`src/rtl/md_if.sv`:
```
// md_if: ID/EX-side handshake and HI/LO read bus for the multiply/divide unit.
interface md_if #(parameter int XLEN = 32);
    logic            md_req;
    logic [5:0]      funct;
    logic [XLEN-1:0] rs_val;
    logic [XLEN-1:0] rt_val;
    logic [XLEN-1:0] hi_out;
    logic [XLEN-1:0] lo_out;
    logic [XLEN-1:0] md_rdata;
    logic            md_busy;
    logic            md_stall;
    modport master (output md_req, funct, rs_val, rt_val,
                    input  hi_out, lo_out, md_rdata, md_busy, md_stall);
    modport slave  (input  md_req, funct, rs_val, rt_val,
                    output hi_out, lo_out, md_rdata, md_busy, md_stall);
endinterface

```
`src/rtl/ex_muldiv_unit.sv`:
```
// ex_muldiv_unit: iterative radix-2 MULT/MULTU/DIV/DIVU unit owning HI/LO.
// Multiply and divide share one 2*XLEN accumulator: {partial, multiplier} or {remainder, quotient}.
module ex_muldiv_unit #(parameter int XLEN = 32) (
    input logic clk,
    input logic rst,
    md_if.slave md
);
    localparam int CW = $clog2(XLEN);
    localparam logic [5:0] F_MFHI = 6'h10, F_MTHI = 6'h11, F_MTLO = 6'h13;
    localparam logic [5:0] F_MULT = 6'h18, F_MULTU = 6'h19, F_DIV = 6'h1A, F_DIVU = 6'h1B;
    typedef enum logic [1:0] {IDLE, RUN, FIX} state_t;
    state_t            state_q, state_d;
    logic [CW-1:0]     cnt_q, cnt_d;
    logic [2*XLEN-1:0] acc_q, acc_d;
    logic [XLEN-1:0]   b_q, b_d, rs_q, rs_d, hi_q, hi_d, lo_q, lo_d;
    logic              div_q, div_d, neg_q, neg_d, rneg_q, rneg_d, dz_q, dz_d;
    logic              is_mul, is_div, sgn;
    logic [XLEN-1:0]   abs_rs, abs_rt, quo, rem;
    logic [XLEN:0]     add, rem_sh, diff;
    logic [2*XLEN-1:0] mstep, dstep, prod;
    always_comb begin
        is_mul = md.funct == F_MULT || md.funct == F_MULTU;
        is_div = md.funct == F_DIV || md.funct == F_DIVU;
        sgn    = md.funct == F_MULT || md.funct == F_DIV;
        abs_rs = sgn && md.rs_val[XLEN-1] ? -md.rs_val : md.rs_val;
        abs_rt = sgn && md.rt_val[XLEN-1] ? -md.rt_val : md.rt_val;
        add    = {1'b0, acc_q[2*XLEN-1:XLEN]} + {1'b0, b_q};
        mstep  = {acc_q[0] ? add : {1'b0, acc_q[2*XLEN-1:XLEN]}, acc_q[XLEN-1:1]};
        rem_sh = acc_q[2*XLEN-1:XLEN-1];
        diff   = rem_sh - {1'b0, b_q};
        // Restoring step: keep the shifted remainder when the trial subtract borrows.
        dstep  = {diff[XLEN] ? rem_sh[XLEN-1:0] : diff[XLEN-1:0], acc_q[XLEN-2:0], ~diff[XLEN]};
        prod   = neg_q ? -acc_q : acc_q;
        quo    = neg_q ? -acc_q[XLEN-1:0] : acc_q[XLEN-1:0];
        rem    = rneg_q ? -acc_q[2*XLEN-1:XLEN] : acc_q[2*XLEN-1:XLEN];
    end
    always_comb begin
        state_d = state_q;
        cnt_d   = cnt_q;
        acc_d   = acc_q;
        b_d     = b_q;
        rs_d    = rs_q;
        hi_d    = hi_q;
        lo_d    = lo_q;
        div_d   = div_q;
        neg_d   = neg_q;
        rneg_d  = rneg_q;
        dz_d    = dz_q;
        if (state_q == IDLE) begin
            if (md.md_req && (is_mul || is_div)) begin
                state_d = RUN;
                cnt_d   = '0;
                div_d   = is_div;
                neg_d   = sgn && (md.rs_val[XLEN-1] ^ md.rt_val[XLEN-1]);
                rneg_d  = sgn && is_div && md.rs_val[XLEN-1];
                dz_d    = is_div && md.rt_val == '0;
                rs_d    = md.rs_val;
                b_d     = is_mul ? abs_rs : abs_rt;
                acc_d   = {{XLEN{1'b0}}, is_mul ? abs_rt : abs_rs};
            end else if (md.md_req && md.funct == F_MTHI) begin
                hi_d = md.rs_val;
            end else if (md.md_req && md.funct == F_MTLO) begin
                lo_d = md.rs_val;
            end
        end else if (state_q == RUN) begin
            acc_d = div_q ? dstep : mstep;
            cnt_d = cnt_q + 1'b1;
            if (cnt_q == CW'(XLEN - 1))
                state_d = FIX;
        end else begin
            state_d = IDLE;
            hi_d    = div_q ? (dz_q ? rs_q : rem) : prod[2*XLEN-1:XLEN];
            lo_d    = div_q ? (dz_q ? '1 : quo) : prod[XLEN-1:0];
        end
    end
    always_ff @(posedge clk or negedge rst) begin
        if (!rst) begin
            state_q <= IDLE;
            cnt_q   <= '0;
            acc_q   <= '0;
            b_q     <= '0;
            rs_q    <= '0;
            hi_q    <= '0;
            lo_q    <= '0;
            div_q   <= 1'b0;
            neg_q   <= 1'b0;
            rneg_q  <= 1'b0;
            dz_q    <= 1'b0;
        end else begin
            state_q <= state_d;
            cnt_q   <= cnt_d;
            acc_q   <= acc_d;
            b_q     <= b_d;
            rs_q    <= rs_d;
            hi_q    <= hi_d;
            lo_q    <= lo_d;
            div_q   <= div_d;
            neg_q   <= neg_d;
            rneg_q  <= rneg_d;
            dz_q    <= dz_d;
        end
    end
    assign md.hi_out   = hi_q;
    assign md.lo_out   = lo_q;
    assign md.md_rdata = md.funct == F_MFHI ? hi_q : lo_q;
    assign md.md_busy  = state_q != IDLE;
    assign md.md_stall = md.md_req && md.md_busy;
endmodule

```
`src/flat_wrapper.sv`:
```
// flat-port wrapper written by rule: the top's interface ports become plain ports
module ex_muldiv_unit_flat 
#(parameter int XLEN = 32)
  (clk, rst, md_md_req, md_funct, md_rs_val, md_rt_val, md_hi_out, md_lo_out, md_md_rdata, md_md_busy, md_md_stall);
  md_if #(.XLEN(XLEN)) md_i ();
  input logic clk;
  input logic rst;
  input wire logic [$bits(md_i.md_req)-1:0] md_md_req;
  input wire logic [$bits(md_i.funct)-1:0] md_funct;
  input wire logic [$bits(md_i.rs_val)-1:0] md_rs_val;
  input wire logic [$bits(md_i.rt_val)-1:0] md_rt_val;
  output wire logic [$bits(md_i.hi_out)-1:0] md_hi_out;
  output wire logic [$bits(md_i.lo_out)-1:0] md_lo_out;
  output wire logic [$bits(md_i.md_rdata)-1:0] md_md_rdata;
  output wire logic [$bits(md_i.md_busy)-1:0] md_md_busy;
  output wire logic [$bits(md_i.md_stall)-1:0] md_md_stall;
  assign md_i.md_req = md_md_req;
  assign md_i.funct = md_funct;
  assign md_i.rs_val = md_rs_val;
  assign md_i.rt_val = md_rt_val;
  assign md_hi_out = md_i.hi_out;
  assign md_lo_out = md_i.lo_out;
  assign md_md_rdata = md_i.md_rdata;
  assign md_md_busy = md_i.md_busy;
  assign md_md_stall = md_i.md_stall;
  ex_muldiv_unit #(.XLEN(XLEN)) u_core (.clk(clk), .rst(rst), .md(md_i));
endmodule
```
`config.mk`:
```
export PLATFORM = sky130hd
export DESIGN_NAME = ex_muldiv_unit_flat
export DESIGN_NICKNAME = d
export VERILOG_FILES = /design/src/rtl/md_if.sv /design/src/rtl/ex_muldiv_unit.sv /design/src/flat_wrapper.sv
export SDC_FILE = /design/constraint.sdc
export NUM_CORES = 1
export LEC_CHECK = 0
export ABC_AREA = 1
export CORE_ASPECT_RATIO = 0.7
export CORE_UTILIZATION = 35
export CTS_CLUSTER_SIZE = 12
export DETAILED_ROUTE_END_ITERATION = 10
export SLEW_MARGIN = 40
export SYNTH_ARGS = -nofsm -noshare
export SYNTH_HDL_FRONTEND = slang
export SYNTH_SLANG_ARGS = --single-unit
```
`constraint.sdc`:
```
create_clock -name clk -period 2.3 [get_ports clk]
set_input_delay 0.23 -clock clk [delete_from_list [all_inputs] [get_ports clk]]
set_output_delay 0.23 -clock clk [all_outputs]
set_load 0.05 [all_outputs]
```
==> results.toml, run 1 <==
[critical_path]
path_cells = "ha_1 > buf_4 > nand2_1 > nand2_1 > nand2_1 > nand2_1 > nand2_1 > nand3_1 > a21oi_1 > nand3b_1 > nand3_1 > nand3_2 > nand2_1 > nand2_1"
crit_start = "u_core.acc_q[47]$_DFFE_PN0P_"
max_stage_delay_ns = 0.49
required_ns = 2.77
cp_slowest_cell = "dfrtp_2"
end_kind = "register"
crit_type = "reg -> reg"
path_max_fanout = 4
reg2reg_from = "u_core.acc_q[47]$_DFFE_PN0P_"
worstPathArrival_ns = 2.87
startpoint_type = "register"
cp_common_cell = "nand2_1"

[synthesis]
synth_seq_area_share_pct = 24.06
ys_async_sr_fraction_pct = 100.0
ys_types = 51
syn-num-nets = 3791
synthDominantCellAreaShare_pct = 24.06
yosys-top-cells-area = "dfrtp_1 24%, nand2_1 20%, nand3_1 8.5%"
synth_largest_area_cell = "dfrtp_1"
ys_ff_latch = 203
yosysWarnings = 0
syn_inst = 3646
avgSynthCellArea_um2 = 5.790
synth_edf_count = 0
syn_area_um2 = 21110
synth_flop_cell = "dfrtp_1"

[drt]
route.detailed.drc = 0
routedWlPerCell_um = 21.00
ant_nets = 0
routed_via_density = 5.285
drt_iter0_markers = 3605
via_count = 27360
dr.pass1.iters = 6
wirelength_um = 108700

[global_route]
grt_pass1_vias = 24690
grt_start_max_net_pins = 71
grt_usage_pct = 34.62
antenna_found_initial = 2
grt_pass1_wl_um = 159400
gr-total-overflow = 0

[layout]
regArea_um2 = 5117
fin_cells = 5177
finalNetCount = 4505
area_growth_pct = 45.96
multi_input_area_um2 = 14760
nFillCells = 6112
final_core_util_pct = 52.24
layout-drive-gt1-share_pct = 24.94

[die]
coreArea_um2 = 58980
dieArea_um2 = 61320
initial_utilization_pct = 35.79
placementRows = 74
die_x_um = 295.5
die_y_um = 207.5
num_io_pins = 171

[placed_design]
dp_hpwl_um = 89220
dp_cells = 5106
pre_cts_ws_ns = -0.4471
place_congestion = 1.051
portBuffers = 170

[sta]
hold_viol = 0
max_slew_margin_pct = 52.01
fmax_mhz = 415.8
fin_crit_sh_pct = 104.6
report.final.slew_viol_count = 0
finalHoldWorstSlack_ns = 0.2440
fin_skew_ns = 0.02435
setup_viol = 31
rsz0062_at_grt = "true"
final.setup.worst_slack_ns = -0.1052
final.min_clock_period_ns = 2.405
worst_pin_slew_ns = 0.7123

[clock_network]
cts_buffers = 25
cts.sinks = 203
cts_root_buf = "clkbuf_16"
clkTransAtPathRegs_ns = 0.08
clock_path_buffers = 3
htreeDepth = 1
cts_tree = "yes"
insertion_delay_ns = 0.57

[power]
p_leak_uw = 0.01552
power_density_nw_per_um2 = 1465
p_total_uw = 45130
vdd_drop_max_uv = 773.5

[status]
violations = "setup timing"
status = "finished with violations"

[flow_run]
timing.max_cap.violations = 0

[hold_path]
hp-class = "in -> async"
cells in the final DEF (no fill, tap or decap), types with 53 or more instances in the layout:
cell type	netlist	routed
inv_1	429	411
nand2_2	8	73
nand3_1	359	333
nand2_1	1134	1066
buf_4	4	626
buf_12	0	62
o21ai_0	236	223
nor2_1	478	427
xor2_1	53	53
dfrtp_1	203	175
clkdlybuf4s50_1	0	135
a21oi_1	231	202
report_power, final:
group	switching (uW)	leakage (uW)	internal [uW]	total (uW)
Clock	1750	0.000382	2290	4040
Combinational	20700	0.0128	13500	34100
Sequential	1900	0.00238	5050	6950
Total	24300	0.0155	20800	45100
cells by family after synthesis:
family                     after synthesis  share of synthesized area [%]
and+or+nand+nor                       2117                          41.80
buffers and inverters                  595                          11.10
AOI/OAI and AO/OA                      573                          14.88
DFF                                    203                          24.06
adders and majority gates               72                          4.339
xor gates and xnor gates                64                          2.655
muxes                                   22                          1.174
per-layer routing:
layer	track usage, %	share of wire [%]	vias to the layer above
met5	0	0.021	-
met4	6.414	2.1	4
met3	11.82	14	138
met2	44.07	36	1497
met1	54.49	47	12570
li1	-	-	13150
critical path, delay by kind of cell, from the launching register on:
kind / cells / cell delay [ns]
AND/OR/NAND/NOR: 11 / 1.09
adder cells (fa/ha/maj): 1 / 0.33
AO/OA/AOI/OAI: 1 / 0.25
buffers and inverters: 1 / 0.16
flip-flops: 1 / 0.49
area by class of cell:
type,count,area share (%)
multi-input cells,2850,47.91
flip-flops and latches,203,16.61
clock buffers,39,2.363
inverters,443,5.421
diodes,1,0.008121
well taps,798,3.240
repair buffers,837,24.23
clock inverters,6,0.2193
timing repair:
action                     CTS  global route
hold buffers                 1             0
setup endpoints to repair   45            97
cloned                       3             1
hold endpoints to repair    56             0
pin swaps                   18            47
gates resized for setup    118           186
buffers inserted             8            12
flip-flops by register name (all words and copies together) (netlist names), 2 cells and up:
signal / flops
u_core.acc_q: 64
u_core.b_q: 32
u_core.cnt_q: 5
u_core.md.hi_out: 32
u_core.md.lo_out: 32
u_core.rs_q: 32
u_core.state_q: 2
worst paths after layout:
path	end	slack, ns	depth (start not counted)
min reg2reg	u_core.rs_q[10]$_DFFE_PN0P_	0.49	2
min in group clk	u_core.md.hi_out[1]$_DFFE_PN0P_	0.35	3
max in group asynchronous	u_core.acc_q[42]$_DFFE_PN0P_	1.30	3
max	u_core.acc_q[63]$_DFFE_PN0P_	-0.11	14
min	u_core.cnt_q[3]$_DFFE_PN0P_	0.24	2
max reg2reg	u_core.acc_q[63]$_DFFE_PN0P_	-0.11	14
stage by stage:
stage,setup TNS (ns),instance area [um^2]
finish,-1.479,30810
global route,-7.041,30810
CTS,-0.2339,30080
detailed placement,-14.09,28700
global placement,-11.96,28700
floorplan,0,21110
cell usage after synthesis (10+ instances only):
library cell  count
a21oi_1         231
a22oi_1          21
buf_1            12
buf_2            30
clkbuf_1         98
dfrtp_1         203
ha_1             70
inv_1           429
inv_2            10
mux2_2           22
nand2_1        1134
nand3_1         359
nand3b_1         20
nand4_1          41
nor2_1          478
nor2_2           13
nor3_1           25
o211ai_1         32
o21ai_0         236
o21bai_1         10
o22ai_1          12
or2_2            17
xnor2_1          11
xor2_1           53
No activity file was read; power rests on OpenSTA's default activity.
==> run 2: changes to the inputs <==
--- a/config.mk
+++ b/config.mk
@@ -6,7 +6,8 @@
 export NUM_CORES = 1
 export LEC_CHECK = 0
 export ABC_AREA = 1
-export CORE_ASPECT_RATIO = 0.7
+export CORE_ASPECT_RATIO = 0.75
+export CORE_MARGIN = 2
 export CORE_UTILIZATION = 35
 export CTS_CLUSTER_SIZE = 12
 export DETAILED_ROUTE_END_ITERATION = 10
==> run 2 against run 1 <==
  * The flow still finishes with violations (setup timing)
  * Sequential share of layout area rose by 0.23 points
  * Largest power group unchanged
  * Count of clock-buffer cells in the layout fell by 4
  * Fmax fell by 0.48%
  * Worst setup slack got worse by 0.012 ns
  * Highest routed layer unchanged
==> results.toml, run 2 (synthesized netlist as in run 1, its figures left out) <==
[status]
status = "finished with violations"
violations = "setup timing"

[global_route]
gr-total-overflow = 0
grt_usage_pct = 32.76
grt_pass1_wl_um = 154200
grt_start_max_net_pins = 71
grt_pass1_vias = 24160
antenna_found_initial = 6

[die]
num_io_pins = 171
initial_utilization_pct = 35.63
die_y_um = 216.7
die_x_um = 287.6
placementRows = 77
dieArea_um2 = 62320
coreArea_um2 = 59250

[layout]
regMostFlops = "u_core.acc_q"
fin_cells = 5082
diodes = 0
layout_common_cells = "1067 x nand2_1, 539 x buf_4, 431 x nor2_1, 413 x inv_1, 340 x nand3_1"
final_cell_area_um2 = 30390
layout-drive-gt1-share_pct = 23.67
finalNetCount = 4418
nFillCells = 6136
final_common_cell = "nand2_1"
largest_register_ffs = 64
area_growth_pct = 43.98

[critical_path]
r2r_cells = 17
reg2reg_to = "u_core.acc_q[57]$_DFFE_PN0P_"
worstPathArrival_ns = 2.88
cp_slowest_cell = "dfrtp_2"
max_stage_delay_ns = 0.46
cp_common_cell = "nand2_2"
path_cells = "ha_4 > fa_2 > inv_2 > nand2_2 > nand2_2 > nand3_2 > nand2_2 > nand2_2 > nand2_4 > nand2_8 > nand3_4 > nand2_8 > buf_4 > nand2_1 > nand3_1 > nand2_1 > nand2_1"
required_ns = 2.76
crit_type = "reg -> reg"
startpoint_type = "register"
end_kind = "register"
path_max_fanout = 6
reg2reg_from = "u_core.b_q[0]$_DFFE_PN0P_"
rrSetupSlack_ns = -0.12

[placed_design]
dp_hpwl_um = 85270
dp_cells = 5002
place_area_um2 = 27930
place_congestion = 1.030
portBuffers = 170

[sta]
setup_viol = 33
fmax_mhz = 413.8
worst_pin_slew_ns = 0.6823
finalHoldWorstSlack_ns = 0.2206
final.min_clock_period_ns = 2.417
report.final.slew_viol_count = 0
final.setup.worst_slack_ns = -0.1168
totalNegativeSetupSlack_ns = -1.803
max_slew_margin_pct = 54.45
hold_viol = 0
rsz0062_at_grt = "true"
fin_crit_sh_pct = 105.1
fin_skew_ns = 0.02163

[drt]
routed_via_density = 5.257
wirelength_um = 104800
ant_nets = 0
drt_iter0_markers = 3257
dr.pass1.iters = 7
via_count = 26710
route.detailed.drc = 0
routedWlPerCell_um = 20.63

[clock_network]
cts_tree = "yes"
cts_buffers = 25
clock_path_buffers = 3
htreeDepth = 1
clkTransAtPathRegs_ns = 0.06
insertion_delay_ns = 0.57
cts.sinks = 203
cts_root_buf = "clkbuf_16"

[hold_path]
hp-class = "in -> async"

[power]
vdd_drop_max_uv = 820.4
p_leak_uw = 0.01508
power_density_nw_per_um2 = 1473

[flow_run]
timing.max_cap.violations = 0
run 2: cell types whose count changed in the layout (fill, tap and decap cells not counted), sizes merged:
| cell | before | now |
|---|---|---|
| buf | 700 | 612 |
| bufbuf | 0 | 1 |
| bufinv | 1 | 2 |
| clkbuf | 40 | 36 |
| clkinv | 4 | 8 |
| clkinvlp | 2 | 5 |
| diode | 1 | 0 |
| inv | 442 | 439 |
run 2: through the flow:
stage	total power, uW	util, %	worst slack [ns]
after global placement	36430	47.14	-0.3478
after CTS	42010	49.69	-0.001395
after global routing	47650	51.30	-0.2166
after floorplan	23190	-	0.02152
final	44780	51.30	-0.1168
after detailed placement	36510	47.14	-0.3492
run 2: final cells by class:
type	count	area [um^2]	share of cell area [%]
clock buffer	35	713.2	2.346
timing repair buffer	750	6859	22.57
multi-input combinational	2850	14910	49.06
clock inverter	11	125.1	0.4117
inverter	443	1678	5.520
sequential	203	5119	16.84
tap	790	988.4	3.252
run 2: critical path: cells and delay by family (launching register included):
| kind | cells | cell delay [ns] |
|---|---|---|
| DFF | 1 | 0.46 |
| adders and majority gates | 2 | 0.52 |
| buffers and inverters | 2 | 0.23 |
| and+or+nand+nor | 13 | 1.09 |
run 2: worst max path at each step:
stage / from / slack (ns) / cells past startpoint / to
after floorplan: u_core.acc_q[31]$_DFFE_PN0P_ / 0.02 / 18 / u_core.acc_q[33]$_DFFE_PN0P_
after global placement: u_core.b_q[24]$_DFFE_PN0P_ / -0.35 / 16 / u_core.acc_q[62]$_DFFE_PN0P_
after detailed placement: u_core.b_q[24]$_DFFE_PN0P_ / -0.35 / 14 / u_core.acc_q[62]$_DFFE_PN0P_
after CTS: u_core.b_q[24]$_DFFE_PN0P_ / -0.001 / 17 / u_core.acc_q[33]$_DFFE_PN0P_
after global routing: u_core.b_q[0]$_DFFE_PN0P_ / -0.22 / 17 / u_core.acc_q[57]$_DFFE_PN0P_
final: u_core.b_q[0]$_DFFE_PN0P_ / -0.12 / 17 / u_core.acc_q[57]$_DFFE_PN0P_
run 2: where the power goes:
group	internal, uW	leakage, uW	total [uW]	switching [uW]
clock	2400	0.000408	4140	1740
combinational	13500	0.0123	33700	20200
sequential	5050	0.00238	6980	1930
total	20900	0.0151	44800	23900
run 2: metal layers:
| metal | share of wire (%) | global-route usage [%] | wire length, um | up-vias |
|---|---|---|---|---|
| met4 | 2.9 | 8.194 | 3016 | 10 |
| met1 | 46 | 49.74 | 47900 | 12330 |
| met5 | 0.24 | 2.422 | 256 | - |
| met2 | 39 | 43.74 | 40450 | 1237 |
| met3 | 13 | 9.905 | 13200 | 166 |
| li1 | - | - | - | 12970 |
run 2: timing repair:
| item | CTS | global route |
|---|---|---|
| pin swaps | 24 | 70 |
| hold endpoints to repair | 53 | 0 |
| buffers inserted | 16 | 13 |
| hold buffers | 1 | 0 |
| gates cloned | 4 | 1 |
| setup endpoints to repair | 41 | 67 |
| gates resized for setup | 106 | 205 |
